### config.mk
export PLATFORM = sky130hd
export DESIGN_NAME = pipe_hazard_ctrl
export DESIGN_NICKNAME = d
export VERILOG_FILES = /design/src/rtl/pipe_ctrl_pkg.sv /design/src/rtl/pipe_perf_counter.sv /design/src/rtl/pipe_hazard_ctrl.sv
export SDC_FILE = /design/constraint.sdc
export NUM_CORES = 1
export LEC_CHECK = 0
export ABC_AREA = 1
export CORE_AREA = 2 2 103 105
export CTS_BUF_LIST = sky130_fd_sc_hd__clkbuf_16
export CTS_CLUSTER_SIZE = 20
export DETAILED_ROUTE_END_ITERATION = 10
export DIE_AREA = 0 0 105 107
export HOLD_SLACK_MARGIN = 0.03
export PLACE_DENSITY = 0.69
export SLEW_MARGIN = 20
export SYNTH_ARGS = -nofsm -noshare
export SYNTH_HDL_FRONTEND = slang
export SYNTH_HIERARCHICAL = 1
export SYNTH_SLANG_ARGS = --single-unit
### constraint.sdc
create_clock -name clk -period 2.2 [get_ports clk]
set_input_delay 0.33 -clock clk [delete_from_list [all_inputs] [get_ports clk]]
set_output_delay 0.33 -clock clk [all_outputs]
set_load 0.05 [all_outputs]
### src/rtl/pipe_ctrl_pkg.sv
// Shared types and helpers for the pipeline hazard/forwarding controller.
// Register fields are stored at REG_AW_MAX bits; narrower register addresses are zero-extended.
package pipe_ctrl_pkg;

    localparam int REG_AW_MAX = 8;
    localparam int FWD_RF     = 0;
    localparam int EXE        = 0;
    localparam int MEM        = 1;

    typedef struct packed {
        logic                  valid;
        logic                  wb_en;
        logic                  mem_r_en;
        logic [REG_AW_MAX-1:0] dest;
        logic [REG_AW_MAX-1:0] src1;
        logic                  src1_used;
        logic [REG_AW_MAX-1:0] src2;
        logic                  src2_used;
    } trk_entry_t;

    // Increment that sticks at the all-ones value of a 'width'-bit counter.
    function automatic logic [31:0] sat_inc(input logic [31:0] val, input int unsigned width);
        logic [31:0] max_val;
        max_val = (width >= 32) ? 32'hFFFF_FFFF : ((32'd1 << width) - 32'd1);
        return (val >= max_val) ? max_val : val + 32'd1;
    endfunction

endpackage

### src/rtl/pipe_perf_counter.sv
// Saturating, synchronously clearable event counter.
module pipe_perf_counter
    import pipe_ctrl_pkg::*;
#(
    parameter int CNT_W = 16
) (
    input  logic             clk,
    input  logic             rst,
    input  logic             clr,
    input  logic             inc,
    output logic [CNT_W-1:0] cnt
);

    logic [CNT_W-1:0] r_cnt;

    always_ff @(posedge clk) begin
        if (rst) begin
            r_cnt <= '0;
        end else if (clr) begin
            r_cnt <= '0;
        end else if (inc) begin
            r_cnt <= CNT_W'(sat_inc(32'(r_cnt), unsigned'(CNT_W)));
        end
    end

    assign cnt = r_cnt;

endmodule

### src/rtl/pipe_hazard_ctrl.sv
// Hazard detection and operand-forwarding controller with its own shadow tracker
// of in-flight instructions from EXE to WB, memory-wait freeze and perf counters.
module pipe_hazard_ctrl
    import pipe_ctrl_pkg::*;
#(
    parameter int REG_AW = 4,
    parameter int STAGES = 3,
    parameter int SEL_W  = 2,
    parameter int CNT_W  = 16
) (
    input  logic              clk,
    input  logic              rst,
    input  logic              fwd_en,
    input  logic              id_valid,
    input  logic [REG_AW-1:0] id_src1,
    input  logic [REG_AW-1:0] id_src2,
    input  logic              id_src1_used,
    input  logic              id_src2_used,
    input  logic              id_wb_en,
    input  logic              id_mem_r_en,
    input  logic [REG_AW-1:0] id_dest,
    input  logic              br_taken,
    input  logic              mem_busy,
    input  logic              clr_cnt,
    output logic              freeze,
    output logic              ex_bubble,
    output logic [SEL_W-1:0]  fwd_sel1,
    output logic [SEL_W-1:0]  fwd_sel2,
    output logic [CNT_W-1:0]  hazard_cnt,
    output logic [CNT_W-1:0]  memwait_cnt,
    output logic [CNT_W-1:0]  flush_cnt
);

    // WB writes the register file in the first half-cycle, so it is excluded from stalls.
    localparam logic [STAGES-1:0] STALL_MASK = {1'b0, {(STAGES-1){1'b1}}};

    trk_entry_t              r_trk [STAGES];
    trk_entry_t              w_id_entry;
    logic [REG_AW_MAX-1:0]   w_src1;
    logic [REG_AW_MAX-1:0]   w_src2;
    logic [STAGES-1:0]       w_m1;
    logic [STAGES-1:0]       w_m2;
    logic [STAGES-1:0]       w_e1;
    logic [STAGES-1:0]       w_e2;
    logic                    w_load_use;
    logic                    w_raw_any;
    logic                    w_hazard;
    logic [SEL_W-1:0]        w_sel1;
    logic [SEL_W-1:0]        w_sel2;

    assign w_src1 = REG_AW_MAX'(id_src1);
    assign w_src2 = REG_AW_MAX'(id_src2);

    // w_m*: ID operand vs tracked stage; w_e*: EXE operand vs tracked stage.
    always_comb begin
        w_m1 = '0;
        w_m2 = '0;
        w_e1 = '0;
        w_e2 = '0;
        for (int s = 0; s < STAGES; s++) begin
            w_m1[s] = r_trk[s].valid && r_trk[s].wb_en && (r_trk[s].dest == w_src1) && id_src1_used;
            w_m2[s] = r_trk[s].valid && r_trk[s].wb_en && (r_trk[s].dest == w_src2) && id_src2_used;
            w_e1[s] = r_trk[EXE].valid && r_trk[EXE].src1_used && r_trk[s].valid && r_trk[s].wb_en
                      && (r_trk[s].dest == r_trk[EXE].src1);
            w_e2[s] = r_trk[EXE].valid && r_trk[EXE].src2_used && r_trk[s].valid && r_trk[s].wb_en
                      && (r_trk[s].dest == r_trk[EXE].src2);
        end
    end

    assign w_load_use = r_trk[EXE].mem_r_en && (w_m1[EXE] || w_m2[EXE]);
    assign w_raw_any  = |((w_m1 | w_m2) & STALL_MASK);
    assign w_hazard   = id_valid && (fwd_en ? w_load_use : w_raw_any);

    assign freeze    = w_hazard || mem_busy;
    assign ex_bubble = (w_hazard || br_taken) && !mem_busy;

    // Scan from WB towards MEM so the nearest producer is the last one written.
    always_comb begin
        w_sel1 = SEL_W'(FWD_RF);
        w_sel2 = SEL_W'(FWD_RF);
        for (int k = STAGES - 1; k >= 1; k--) begin
            if (!(k == MEM && r_trk[MEM].mem_r_en)) begin
                if (w_e1[k]) w_sel1 = SEL_W'(k);
                if (w_e2[k]) w_sel2 = SEL_W'(k);
            end
        end
    end

    assign fwd_sel1 = fwd_en ? w_sel1 : SEL_W'(FWD_RF);
    assign fwd_sel2 = fwd_en ? w_sel2 : SEL_W'(FWD_RF);

    always_comb begin
        w_id_entry           = '0;
        w_id_entry.valid     = id_valid && !ex_bubble;
        w_id_entry.wb_en     = id_wb_en;
        w_id_entry.mem_r_en  = id_mem_r_en;
        w_id_entry.dest      = REG_AW_MAX'(id_dest);
        w_id_entry.src1      = w_src1;
        w_id_entry.src1_used = id_src1_used;
        w_id_entry.src2      = w_src2;
        w_id_entry.src2_used = id_src2_used;
    end

    // Tracker advance: only the valid bits are reset; payload is don't-care when invalid.
    always_ff @(posedge clk) begin
        if (rst) begin
            for (int s = 0; s < STAGES; s++) r_trk[s].valid <= 1'b0;
        end else if (!mem_busy) begin
            for (int s = 1; s < STAGES; s++) r_trk[s] <= r_trk[s-1];
            r_trk[EXE] <= w_id_entry;
        end
    end

    pipe_perf_counter #(.CNT_W(CNT_W)) u_hazard_cnt (
        .clk (clk),
        .rst (rst),
        .clr (clr_cnt),
        .inc (w_hazard && !mem_busy && !br_taken),
        .cnt (hazard_cnt)
    );

    pipe_perf_counter #(.CNT_W(CNT_W)) u_memwait_cnt (
        .clk (clk),
        .rst (rst),
        .clr (clr_cnt),
        .inc (mem_busy),
        .cnt (memwait_cnt)
    );

    pipe_perf_counter #(.CNT_W(CNT_W)) u_flush_cnt (
        .clk (clk),
        .rst (rst),
        .clr (clr_cnt),
        .inc (br_taken && !mem_busy),
        .cnt (flush_cnt)
    );

endmodule
==> impl_metrics.yaml <==
synthesis:
  syn-instance-count: 575
  ys_dominant_reg_cell: "dfxtp_1"
  syn_avg_cell_area_um2: 7.78
  synthTopCellsByArea: "dfxtp_1, edfxtp_1, nand2_1"
  async_flop_share_pct: 0
  synth_area_leader_cell: "dfxtp_1"
  synth_common_cells: "nand2_1, nor2_1, inv_1"
  yosysMostFrequentCell: "nand2_1"
  synth_top_area_share_pct: 21.5
  yosysWarnings: 6
  synthesis.nets: 601
  ys_types: 33
  yosysSeqAreaShare_pct: 41.6
  synth-edff-count: 30
  synth_area_um2: 4470
  synth-seq-cells: 78
power:
  power.total_mw: 3.47
  p_per_area_nw_per_um2: 571
  pwr-share-comb_pct: 8.1
  power_frac_seq_pct: 45.0
  power_leakage_nw: 2.50
  power.share.clock_pct: 46.9
  p_sw_share_pct: 21.9
  p_switching_mw: 0.759
  power.internal_mw: 2.71
  ir_worst_vdd_mv: 0.284
die:
  core_um2: 10100
  ioPinCount: 77
  die_h_um: 107
  initial_utilization_pct: 44.3
  dieArea_um2: 11200
  rows: 37
  die_w_um: 105
timing:
  setup_ws_ns: 0.0340
  rsz0062_at_grt: "yes"
  drv_slew: 0
  max_clock_freq_ghz: 0.462
  worst_pin_slew_ns: 0.594
  fin_crit_sh_pct: 98.5
  finalSetupViolCount: 0
  post-route-min-period_ns: 2.17
  hold_violations: 0
  hold_slack_ns: 0.472
  finClkSkew_ns: 0.00404
  relSlewSlack_pct: 60.3
route:
  avgRoutedWirePerCell_um: 12.6
  routed_wl_mm: 10.5
  vias: 4038
  viasPerCell: 4.85
  first_pass_iters: 5
  post-route-drc-count: 0
  ant_nets: 0
  drt_iter0_drc: 144
clocking:
  numClockSinks: 78
  numCtsBuffers: 9
  cts_max_level: 3
  clk_latency_ns: 0.33
  cts_root_buf: "clkbuf_16"
  hold_buffers: 0
  cts_max_path_buffers: 2
  cts_tree: "yes"
  path_clk_slew_ns: 0.06
placement:
  dp_slack_ns: -0.374
  dp_hpwl_mm: 7.73
  gp_congestion: 0.956
  dp_cells: 805
  io_buffers: 76
critical_path:
  cp_max_fo: 4
  endpoint_kind: "primary output"
  critPathArrivalTime_ns: 1.84
  cp.required_ns: 1.87
  path_class: "flip-flop to primary output"
  cp-start-kind: "flip-flop"
grt:
  grt_usage_pct: 18.7
  antenna_found_initial: 0
  grt_pass1_vias: 3742
  grt_remaining_overflow: 0
  grt_pass1_wl_mm: 16.9
  grt_max_degree: 30
cells_and_area:
  layout.nets: 717
  final_cells: 832
  layout-drive-gt1-share_pct: 20.0
  syn_to_final_growth_pct: 36.1
  fillers: 924
  diodes: 0
flow_run:
  cap_viol_max_count: 0
worst_hold_path:
  holdCritPathClass: "input port to flip-flop"
run_status:
  status: "complete, no violations"
## flip-flops by register name, summed over array words and instances (netlist names)
register / cells
u_memwait_cnt/cnt: 16
r_trk: 30
u_flush_cnt/cnt: 16
u_hazard_cnt/cnt: 16
## power by group through the flow
stage / clock (mW) / combinational, mW / sequential (mW)
global route: 1.71 / 0.307 / 1.56
CTS: 1.66 / 0.272 / 1.56
detailed placement: 0 / 0.271 / 1.59
floorplan: 0 / 0.137 / 1.59
global placement: 0 / 0.266 / 1.59
finish: 1.63 / 0.280 / 1.56
## logic make-up after synthesis
logic type / count (synthesis) / synth area share [%]
AO/OA/AOI/OAI: 45 / 7.55
XOR/XNOR: 40 / 7.83
adder cells (fa/ha/maj): 3 / 0.839
buffers and inverters: 89 / 8.03
flip-flops: 78 / 41.6
AND/OR/NAND/NOR: 320 / 34.1
## cells in the final DEF (no fill, tap or decap), types with 2 or more instances in the layout
cell | synthesis | routed
o211ai_1 | 2 | 2
nor2_4 | 9 | 9
nand3_2 | 4 | 4
nand3_1 | 24 | 24
a21oi_1 | 7 | 7
nand2_4 | 0 | 3
nand3b_1 | 9 | 9
dfxtp_1 | 48 | 48
a21oi_2 | 21 | 21
buf_4 | 0 | 31
nand4_1 | 14 | 14
dlygate4sd2_1 | 0 | 2
dlymetal6s2s_1 | 0 | 6
nand2_1 | 126 | 124
clkinv_1 | 3 | 4
ha_1 | 3 | 3
clkbuf_16 | 0 | 10
inv_1 | 70 | 69
bufinv_16 | 0 | 2
nor2_2 | 5 | 11
xor2_1 | 16 | 16
clkdlybuf4s50_1 | 0 | 62
nor2_1 | 102 | 96
clkinv_2 | 0 | 2
nand4_2 | 3 | 3
a31oi_2 | 3 | 3
edfxtp_1 | 30 | 30
nor3_1 | 5 | 5
buf_12 | 0 | 7
inv_2 | 10 | 11
nand2_2 | 13 | 12
buf_6 | 3 | 2
nor2_8 | 3 | 3
o21ai_1 | 10 | 9
xnor2_1 | 24 | 24
## through the flow
stage	instance area, um2	utilization [%]	TNS (ns)
final	6090	60.3	0
after detailed placement	5610	55.6	-5.15
after global routing	6090	60.3	-1.45
after global placement	5610	55.6	-4.59
after CTS	5950	59.0	0
after floorplan	4470	-	0
## layout make-up
class	instances	area (um2)	share of cell area [%]
clock buffers	10	250	4.11
clock inverters	6	82.6	1.36
inverters	83	312	5.12
multi-input cells	408	2300	37.7
flip-flops and latches	78	1860	30.6
well taps	136	170	2.80
repair buffers	111	1110	18.3
## critical path: stages (launching register included)
cell and delay, ns:
edfxtp_1 0.46, inv_2 0.09, buf_4 0.11, nor2_1 0.04
nor3_1 0.24, nand4_1 0.19, and3_1 0.22, buf_12 0.15
## path summary, 6_finish.rpt
| check | slack [ns] | end | depth (start not counted) | from |
|---|---|---|---|---|
| max | 0.03 | fwd_sel2[1] | 7 | r_trk[0][50] |
| min | 0.47 | r_trk[0][3] | 3 | id_src2[2] |
| max reg2reg | 0.05 | u_hazard_cnt/cnt[6] | 16 | r_trk[0][47] |
| min reg2reg | 0.52 | u_flush_cnt/cnt[12] | 2 | u_flush_cnt/cnt[12] |
## metal layers
metal | global-route usage [%] | wire length, um | vias up | part of all wire (%)
li1 | - | - | 2055 | -
met1 | 23.9 | 4830 | 1879 | 46
met2 | 30.5 | 5070 | 90 | 48
met3 | 3.28 | 413 | 14 | 3.9
met4 | 9.24 | 181 | 0 | 1.7
met5 | 0 | 0 | - | 0
## repair_timing
item                                    CTS  global route
pin swaps                                 1            18
gates resized for setup                   5            18
gates cloned                              0             1
buffers inserted                          0            10
endpoints found under the setup margin   16            20
endpoints found under the hold margin     0             0
(Power assumes the default switching activity.)
